===== config.mk =====
export PLATFORM = sky130hd
export DESIGN_NAME = mips_trace_monitor
export DESIGN_NICKNAME = d
export VERILOG_FILES = /design/src/rtl/mips_dbg_pkg.sv /design/src/rtl/mips_trace_ram.sv /design/src/rtl/mips_trace_monitor.sv
export SDC_FILE = /design/constraint.sdc
export NUM_CORES = 1
export LEC_CHECK = 0
export CELL_PAD_IN_SITES_DETAIL_PLACEMENT = 0
export CELL_PAD_IN_SITES_GLOBAL_PLACEMENT = 2
export CORE_UTILIZATION = 41
export DETAILED_ROUTE_END_ITERATION = 7
export PLACE_DENSITY_LB_ADDON = 0.1
export RECOVER_POWER = 50
export SLEW_MARGIN = 10
export SYNTH_ARGS = -nofsm -noshare
export SYNTH_HDL_FRONTEND = slang
export SYNTH_HIERARCHICAL = 1
export SYNTH_SLANG_ARGS = --single-unit
export TNS_END_PERCENT = 100

===== constraint.sdc =====
create_clock -name clk -period 10.9 [get_ports clk]
set_input_delay 3.27 -clock clk [delete_from_list [all_inputs] [get_ports clk]]
set_output_delay 3.27 -clock clk [all_outputs]
set_load 0.01 [all_outputs]

===== src/rtl/mips_dbg_pkg.sv =====
// ============================================================================
// Module      : mips_dbg_pkg
// Description : Shared FSM encoding and stop-cause flag indices for the
//               MIPS debug trace monitor.
// Revision    : 1.0 - initial release
// ============================================================================
`default_nettype none

package mips_dbg_pkg;

    typedef enum logic [1:0] {
        ST_IDLE    = 2'd0,
        ST_CAPTURE = 2'd1,
        ST_READOUT = 2'd2
    } state_t;

    localparam int FLAG_HALT    = 0;
    localparam int FLAG_TIMEOUT = 1;
    localparam int FLAG_FULL    = 2;
    localparam int NUM_FLAGS    = 3;

endpackage

`default_nettype wire


===== src/rtl/mips_trace_ram.sv =====
// ============================================================================
// Module      : mips_trace_ram
// Description : DEPTH x 3*DATA_W trace storage, synchronous write and
//               combinational read.
// Revision    : 1.0 - initial release
// ============================================================================
`default_nettype none

module mips_trace_ram #(
    parameter int DATA_W = 32,
    parameter int DEPTH  = 8,
    parameter int AW     = $clog2(DEPTH)
) (
    input  logic                  clk,
    input  logic                  i_we,
    input  logic [AW-1:0]         i_waddr,
    input  logic [3*DATA_W-1:0]   i_wdata,
    input  logic [AW-1:0]         i_raddr,
    output logic [3*DATA_W-1:0]   o_rdata
);

    logic [3*DATA_W-1:0] r_mem [DEPTH];

    always_ff @(posedge clk) begin
        if (i_we) begin
            r_mem[i_waddr] <= i_wdata;
        end
    end

    assign o_rdata = r_mem[i_raddr];

endmodule

`default_nettype wire


===== src/rtl/mips_trace_monitor.sv =====
// ============================================================================
// Module      : mips_trace_monitor
// Description : Captures PC/ALU/memory debug samples into a trace buffer,
//               stops on halt, timeout or full, then drains oldest-first.
// Revision    : 1.0 - initial release
// ============================================================================
`default_nettype none

module mips_trace_monitor
    import mips_dbg_pkg::*;
#(
    parameter int DATA_W      = 32,
    parameter int DEPTH       = 8,
    parameter int HALT_CYCLES = 4,
    parameter int TIMEOUT     = 1024,
    parameter int WRAP_MODE   = 1
) (
    input  logic                      clk,
    input  logic                      reset,
    input  logic                      start,
    input  logic                      sample_en,
    input  logic [DATA_W-1:0]         pc_in,
    input  logic [DATA_W-1:0]         alu_in,
    input  logic [DATA_W-1:0]         mem_in,
    input  logic                      rd_ready,
    output logic                      rd_valid,
    output logic [DATA_W-1:0]         rd_pc,
    output logic [DATA_W-1:0]         rd_alu,
    output logic [DATA_W-1:0]         rd_mem,
    output logic [$clog2(DEPTH):0]    entries,
    output logic                      busy,
    output logic                      halted,
    output logic                      timed_out,
    output logic                      full_stop,
    output logic [20:0]               cycle_cnt
);

    localparam int PTR_W = $clog2(DEPTH);
    localparam int CNT_W = PTR_W + 1;

    state_t                 r_state;
    logic [PTR_W-1:0]       r_wr_ptr;
    logic [PTR_W-1:0]       r_rd_ptr;
    logic [CNT_W-1:0]       r_entries;
    logic [20:0]            r_cycle_cnt;
    logic [7:0]             r_rep_cnt;
    logic [DATA_W-1:0]      r_last_pc;
    logic                   r_pc_valid;
    logic [NUM_FLAGS-1:0]   r_flags;

    logic                   w_we;
    logic [7:0]             w_rep_next;
    logic [NUM_FLAGS-1:0]   w_stop;
    logic [3*DATA_W-1:0]    w_rdata;
    logic                   w_full;

    assign w_we   = (r_state == ST_CAPTURE) && sample_en;
    assign w_full = (r_entries == CNT_W'(DEPTH));

    // Stop causes are evaluated on the sample being stored this cycle.
    always_comb begin
        w_rep_next = 8'd0;
        w_stop     = '0;
        if (r_pc_valid && (pc_in == r_last_pc)) begin
            w_rep_next = r_rep_cnt + 8'd1;
        end
        if (w_we) begin
            w_stop[FLAG_HALT]    = (w_rep_next == 8'(HALT_CYCLES - 1));
            w_stop[FLAG_TIMEOUT] = ((r_cycle_cnt + 21'd1) == 21'(TIMEOUT));
            w_stop[FLAG_FULL]    = (WRAP_MODE == 0) &&
                                   (r_entries == CNT_W'(DEPTH - 1));
        end
    end

    always_ff @(posedge clk) begin
        if (reset) begin
            r_state     <= ST_IDLE;
            r_wr_ptr    <= '0;
            r_rd_ptr    <= '0;
            r_entries   <= '0;
            r_cycle_cnt <= '0;
            r_rep_cnt   <= '0;
            r_last_pc   <= '0;
            r_pc_valid  <= 1'b0;
            r_flags     <= '0;
        end else begin
            case (r_state)
                ST_IDLE: begin
                    if (start) begin
                        r_state     <= ST_CAPTURE;
                        r_wr_ptr    <= '0;
                        r_rd_ptr    <= '0;
                        r_entries   <= '0;
                        r_cycle_cnt <= '0;
                        r_rep_cnt   <= '0;
                        r_pc_valid  <= 1'b0;
                        r_flags     <= '0;
                    end
                end
                ST_CAPTURE: begin
                    if (sample_en) begin
                        r_wr_ptr    <= r_wr_ptr + 1'b1;
                        r_cycle_cnt <= r_cycle_cnt + 21'd1;
                        r_rep_cnt   <= w_rep_next;
                        r_last_pc   <= pc_in;
                        r_pc_valid  <= 1'b1;
                        r_flags     <= r_flags | w_stop;
                        // A full buffer only receives writes in wrap mode; drop the oldest.
                        if (w_full) begin
                            r_rd_ptr <= r_rd_ptr + 1'b1;
                        end else begin
                            r_entries <= r_entries + 1'b1;
                        end
                        if (|w_stop) begin
                            r_state <= ST_READOUT;
                        end
                    end
                end
                ST_READOUT: begin
                    if (r_entries == '0) begin
                        r_state <= ST_IDLE;
                    end else if (rd_ready) begin
                        r_rd_ptr  <= r_rd_ptr + 1'b1;
                        r_entries <= r_entries - 1'b1;
                    end
                end
                default: r_state <= ST_IDLE;
            endcase
        end
    end

    mips_trace_ram #(
        .DATA_W (DATA_W),
        .DEPTH  (DEPTH)
    ) u_ram (
        .clk     (clk),
        .i_we    (w_we),
        .i_waddr (r_wr_ptr),
        .i_wdata ({pc_in, alu_in, mem_in}),
        .i_raddr (r_rd_ptr),
        .o_rdata (w_rdata)
    );

    assign rd_valid  = (r_state == ST_READOUT) && (r_entries != '0);
    assign rd_pc     = w_rdata[3*DATA_W-1:2*DATA_W];
    assign rd_alu    = w_rdata[2*DATA_W-1:DATA_W];
    assign rd_mem    = w_rdata[DATA_W-1:0];
    assign entries   = r_entries;
    assign busy      = (r_state != ST_IDLE);
    assign halted    = r_flags[FLAG_HALT];
    assign timed_out = r_flags[FLAG_TIMEOUT];
    assign full_stop = r_flags[FLAG_FULL];
    assign cycle_cnt = r_cycle_cnt;

endmodule

`default_nettype wire


==> key figures <==
Layout
  – Final core occ: 48.9%
  – Share of cells above drive strength 1: between 20% and 30%
  – Layout area overhead: 18.5%
  – Net count, final: a little over 2000

Synthesis
  – Syn Nets: 1810
  – Mapped Cells: 1697
  – Netlist Area Pre-Place: approximately 33000 µm²
  – Synth Area per Inst: roughly 20 µm²
  – Ys async rst share: 0%
  – Syn. warnings: 6
  – Primary FF master, synth: edfxtp_1
  – Seq cells post-synth: 844
  – Number of synthesized flops with an enable pin: ~770
  – Part of the Yosys area used for sequential elements: 74.0%
  – Yosys cell types: 64

Floorplanning
  – Cell Rows: 104
  – Core ar.: 80400 µm²
  – Io pins: 227
  – Die X: 287 µm
  – DIE HEIGHT: 287 µm
  – Initial Util: 41.3%
  – Die area: 82200 µm²

STA
  – Unrepaired setup endpoints after global routing: false
  – Fin Hold WS: around 0.46 ns
  – Final TNS setup: 0 ns
  – Final worst setup slack: 2.40 ns
  – Setup-failing EPs final: 0
  – Clock period minus worst slack: 8.50 ns
  – Final period utilization: 78.0%
  – Worst slew margin relative to its limit: -89.1%
  – Fmax achieved: 118 MHz
  – Clk_skew: 0.0340 ns
  – Worst Tran Pin Value: 2.82 ns
  – Max-slew violation count: 71
  – Final Hold Vio Count: 0

Clock tree
  – Worst-skew pair later-pin latency: ~0.64 ns
  – CTS tree: built
  – CTS Sinks: 844
  – H-tree depth: 3
  – Clk slew on worst S/H paths: around 0.060 ns
  – # Post-CTS Setup Buffers: 0
  – Max Root-Sink Buffers: 3
  – Hold Buf Count CTS: 0
  – Inserted Clock Buffers: 88
  – PostCTS Resize Cnt: 0
  – Clock root buffer: clkbuf_16

Min path
  – HP Class: flip-flop to flip-flop

Power
  – PD cells: roughly 190 nW/µm²
  – Leakage: 12.0 nW
  – Maximum vdd drop: 0.000132 V
  – Power Total: 7.40 mW

Setup path
  – Worst path max stage delay: 1.43 ns
  – Worst path cell trace: dlygate4sd3_1 -> nand2_1 -> clkbuf_1 -> clkinv_1 -> nand2_1 -> nor2_1 -> buf_4 -> buf_4
  – Required time worst endpoint: between 10 and 15 ns
  – Delay-heaviest family, CP: buffers and inverters
  – Critical-path top delay cell: clkinv_1
  – Worst Path Arrival: 8.83 ns
  – WP buf/inv: 5
  – CP max FO: 55
  – Crit end category: flip-flop
  – Crit Path Class: primary input to flip-flop
  – Startpoint Class: primary input

Detailed routing
  – Via density: 5.37
  – Via count: 16600
  – DRT iter0 DRCs: 1030
  – Post-Route WL: 75900 µm
  – # DRC: 0
  – ANT nets after route: 0
  – WL/cell: 24.6 µm
  – First drt pass iteration count: 5

GRT
  – Antenna violations before repair: 13
  – Vias in the first global route: between 15000 and 20000
  – Largest net degree at the start of global routing: around 130
  – Total track usage: between 10% and 20%
  – First-pass GRT wire length: 114000 µm
  – Gr ovfl total: 0

Placement
  – Final Wtd Congestion: between 0.7 and 0.8
  – Pre-CTS setup slack: 3.14 ns
  – IO buf count: 225
  – Dpl hpwl: 43400 µm

Job
  – Max Cap Viol: 3

Run status
  – Status: finished, violations left
  – Violated checks: max-capacitance violations, max-slew violations
area by class of cell:
type	count	area, µm²
Clock buffer	111	2300
Tap cell	1060	1330
Clock inverter	45	455
Inverter	16	60.1
Sequential cell	844	24600
Timing Repair Buffer	256	2480
Fill cell	6673	41100
Antenna cell	1	2.50
Multi-Input combinational cell	752	8140
state kept, by name, indices dropped and copies added (netlist names):
name,cells
u_ram/r_mem,768
r_last_pc,32
cycle_cnt,21
r_rep_cnt,8
entries,4
r_rd_ptr,3
r_wr_ptr,3
r_flags,2
r_state,2
r_pc_valid,1
layer usage:
layer | track usage [%] | up-vias | wire, µm
met5 | 0 | - | 56
met1 | 24.8 | 8714 | 32700
li1 | - | 7415 | -
met4 | 4.60 | 8 | 1540
met3 | 3.47 | 121 | 3000
met2 | 31.9 | 312 | 38700
kinds of logic (layout without fill, tap and decap cells):
logic type | count (synthesis) | count (layout) | share of synthesized area, %
AOI/OAI and AO/OA | 137 | 137 | 2.51
xor gates and xnor gates | 34 | 34 | 0.896
adders and majority gates | 12 | 12 | 0.475
buffers and inverters | 101 | 428 | 1.65
DFF | 844 | 844 | 74.0
muxes | 291 | 291 | 16.4
other | 1 | 2 | 0.0113
and+or+nand+nor | 277 | 277 | 4.10
tightest hold or removal path, delay by kind of cell, from the launching register on:
kind             cells  cell delay, ns
AO/OA/AOI/OAI        1            0.05
flip-flops           1            0.31
AND/OR/NAND/NOR      1            0.05
final timing paths:
check,from,endpoint,slack (ns),cells past startpoint
setup / recovery,sample_en,u_ram/r_mem[5][68],2.40,8
hold / removal,r_last_pc[19],r_last_pc[19],0.46,2
setup reg to reg,r_state[1],u_ram/r_mem[5][68],4.88,9
hold reg to reg,r_last_pc[19],r_last_pc[19],0.46,2
placed cells by master (no fill, tap or decap), drive strengths merged, types with 8 or more instances in the layout:
| cell type | synthesis | routed |
|---|---|---|
| edfxtp | 768 | 768 |
| mux4 | 192 | 192 |
| dlygate4sd3 | 0 | 126 |
| clkbuf | 43 | 120 |
| nand2 | 101 | 101 |
| clkdlybuf4s50 | 0 | 98 |
| mux2 | 97 | 97 |
| dfxtp | 76 | 76 |
| a21oi | 70 | 70 |
| nor2 | 56 | 56 |
| clkinv | 1 | 38 |
| xnor2 | 33 | 33 |
| o21ai | 27 | 27 |
| nor3 | 23 | 23 |
| buf | 42 | 23 |
| nand4 | 21 | 21 |
| nand3 | 19 | 19 |
| inv | 15 | 17 |
| nand2b | 13 | 13 |
| nor4 | 12 | 12 |
| ha | 11 | 11 |
| or3 | 8 | 8 |
| a311oi | 8 | 8 |
Yosys cell counts (3+ instances only):
cell      count  area [µm²]
xnor2_1      33         289
mux4_2      192        4320
a31oi_1       4        25.0
nor2b_1       4        25.0
inv_1        15        56.3
nor2_1       56         210
a311oi_1      7        61.3
buf_1        10        37.5
o21ai_0      26         130
ha_1         11         138
a21oi_1      70         350
dfxtp_1      76        1520
a211oi_1      3        22.5
edfxtp_1    768       23100
or3_1         8        50.1
and3_1        4        25.0
nand2_1     101         379
mux2_2       97        1090
nand2b_1     13        81.3
clkbuf_1     43         161
buf_2        11        55.1
or4_1         5        37.5
nor4_1       10        62.6
nand3_1      17        85.1
nor3_1       21         105
buf_6        20         225
nand4_1      20         125
a22oi_1       4        30.0
where the power goes:
part | switching, mW | total, mW | leakage, nW | internal (mW)
clock network | 1.22 | 2.86 | 1.34 | 1.64
logic | 0.438 | 0.884 | 3.16 | 0.446
registers | 0.0486 | 3.66 | 7.54 | 3.61
total | 1.70 | 7.40 | 12.0 | 5.70
per-stage QoR:
step                      std cells  cell area, µm²
after floorplan                1697           33200
after global placement         2928           36700
after detailed placement       2928           36700
after CTS                      3084           39400
after global routing           3084           39400
final                          3085           39400
Power figures use the tool's default switching activity.
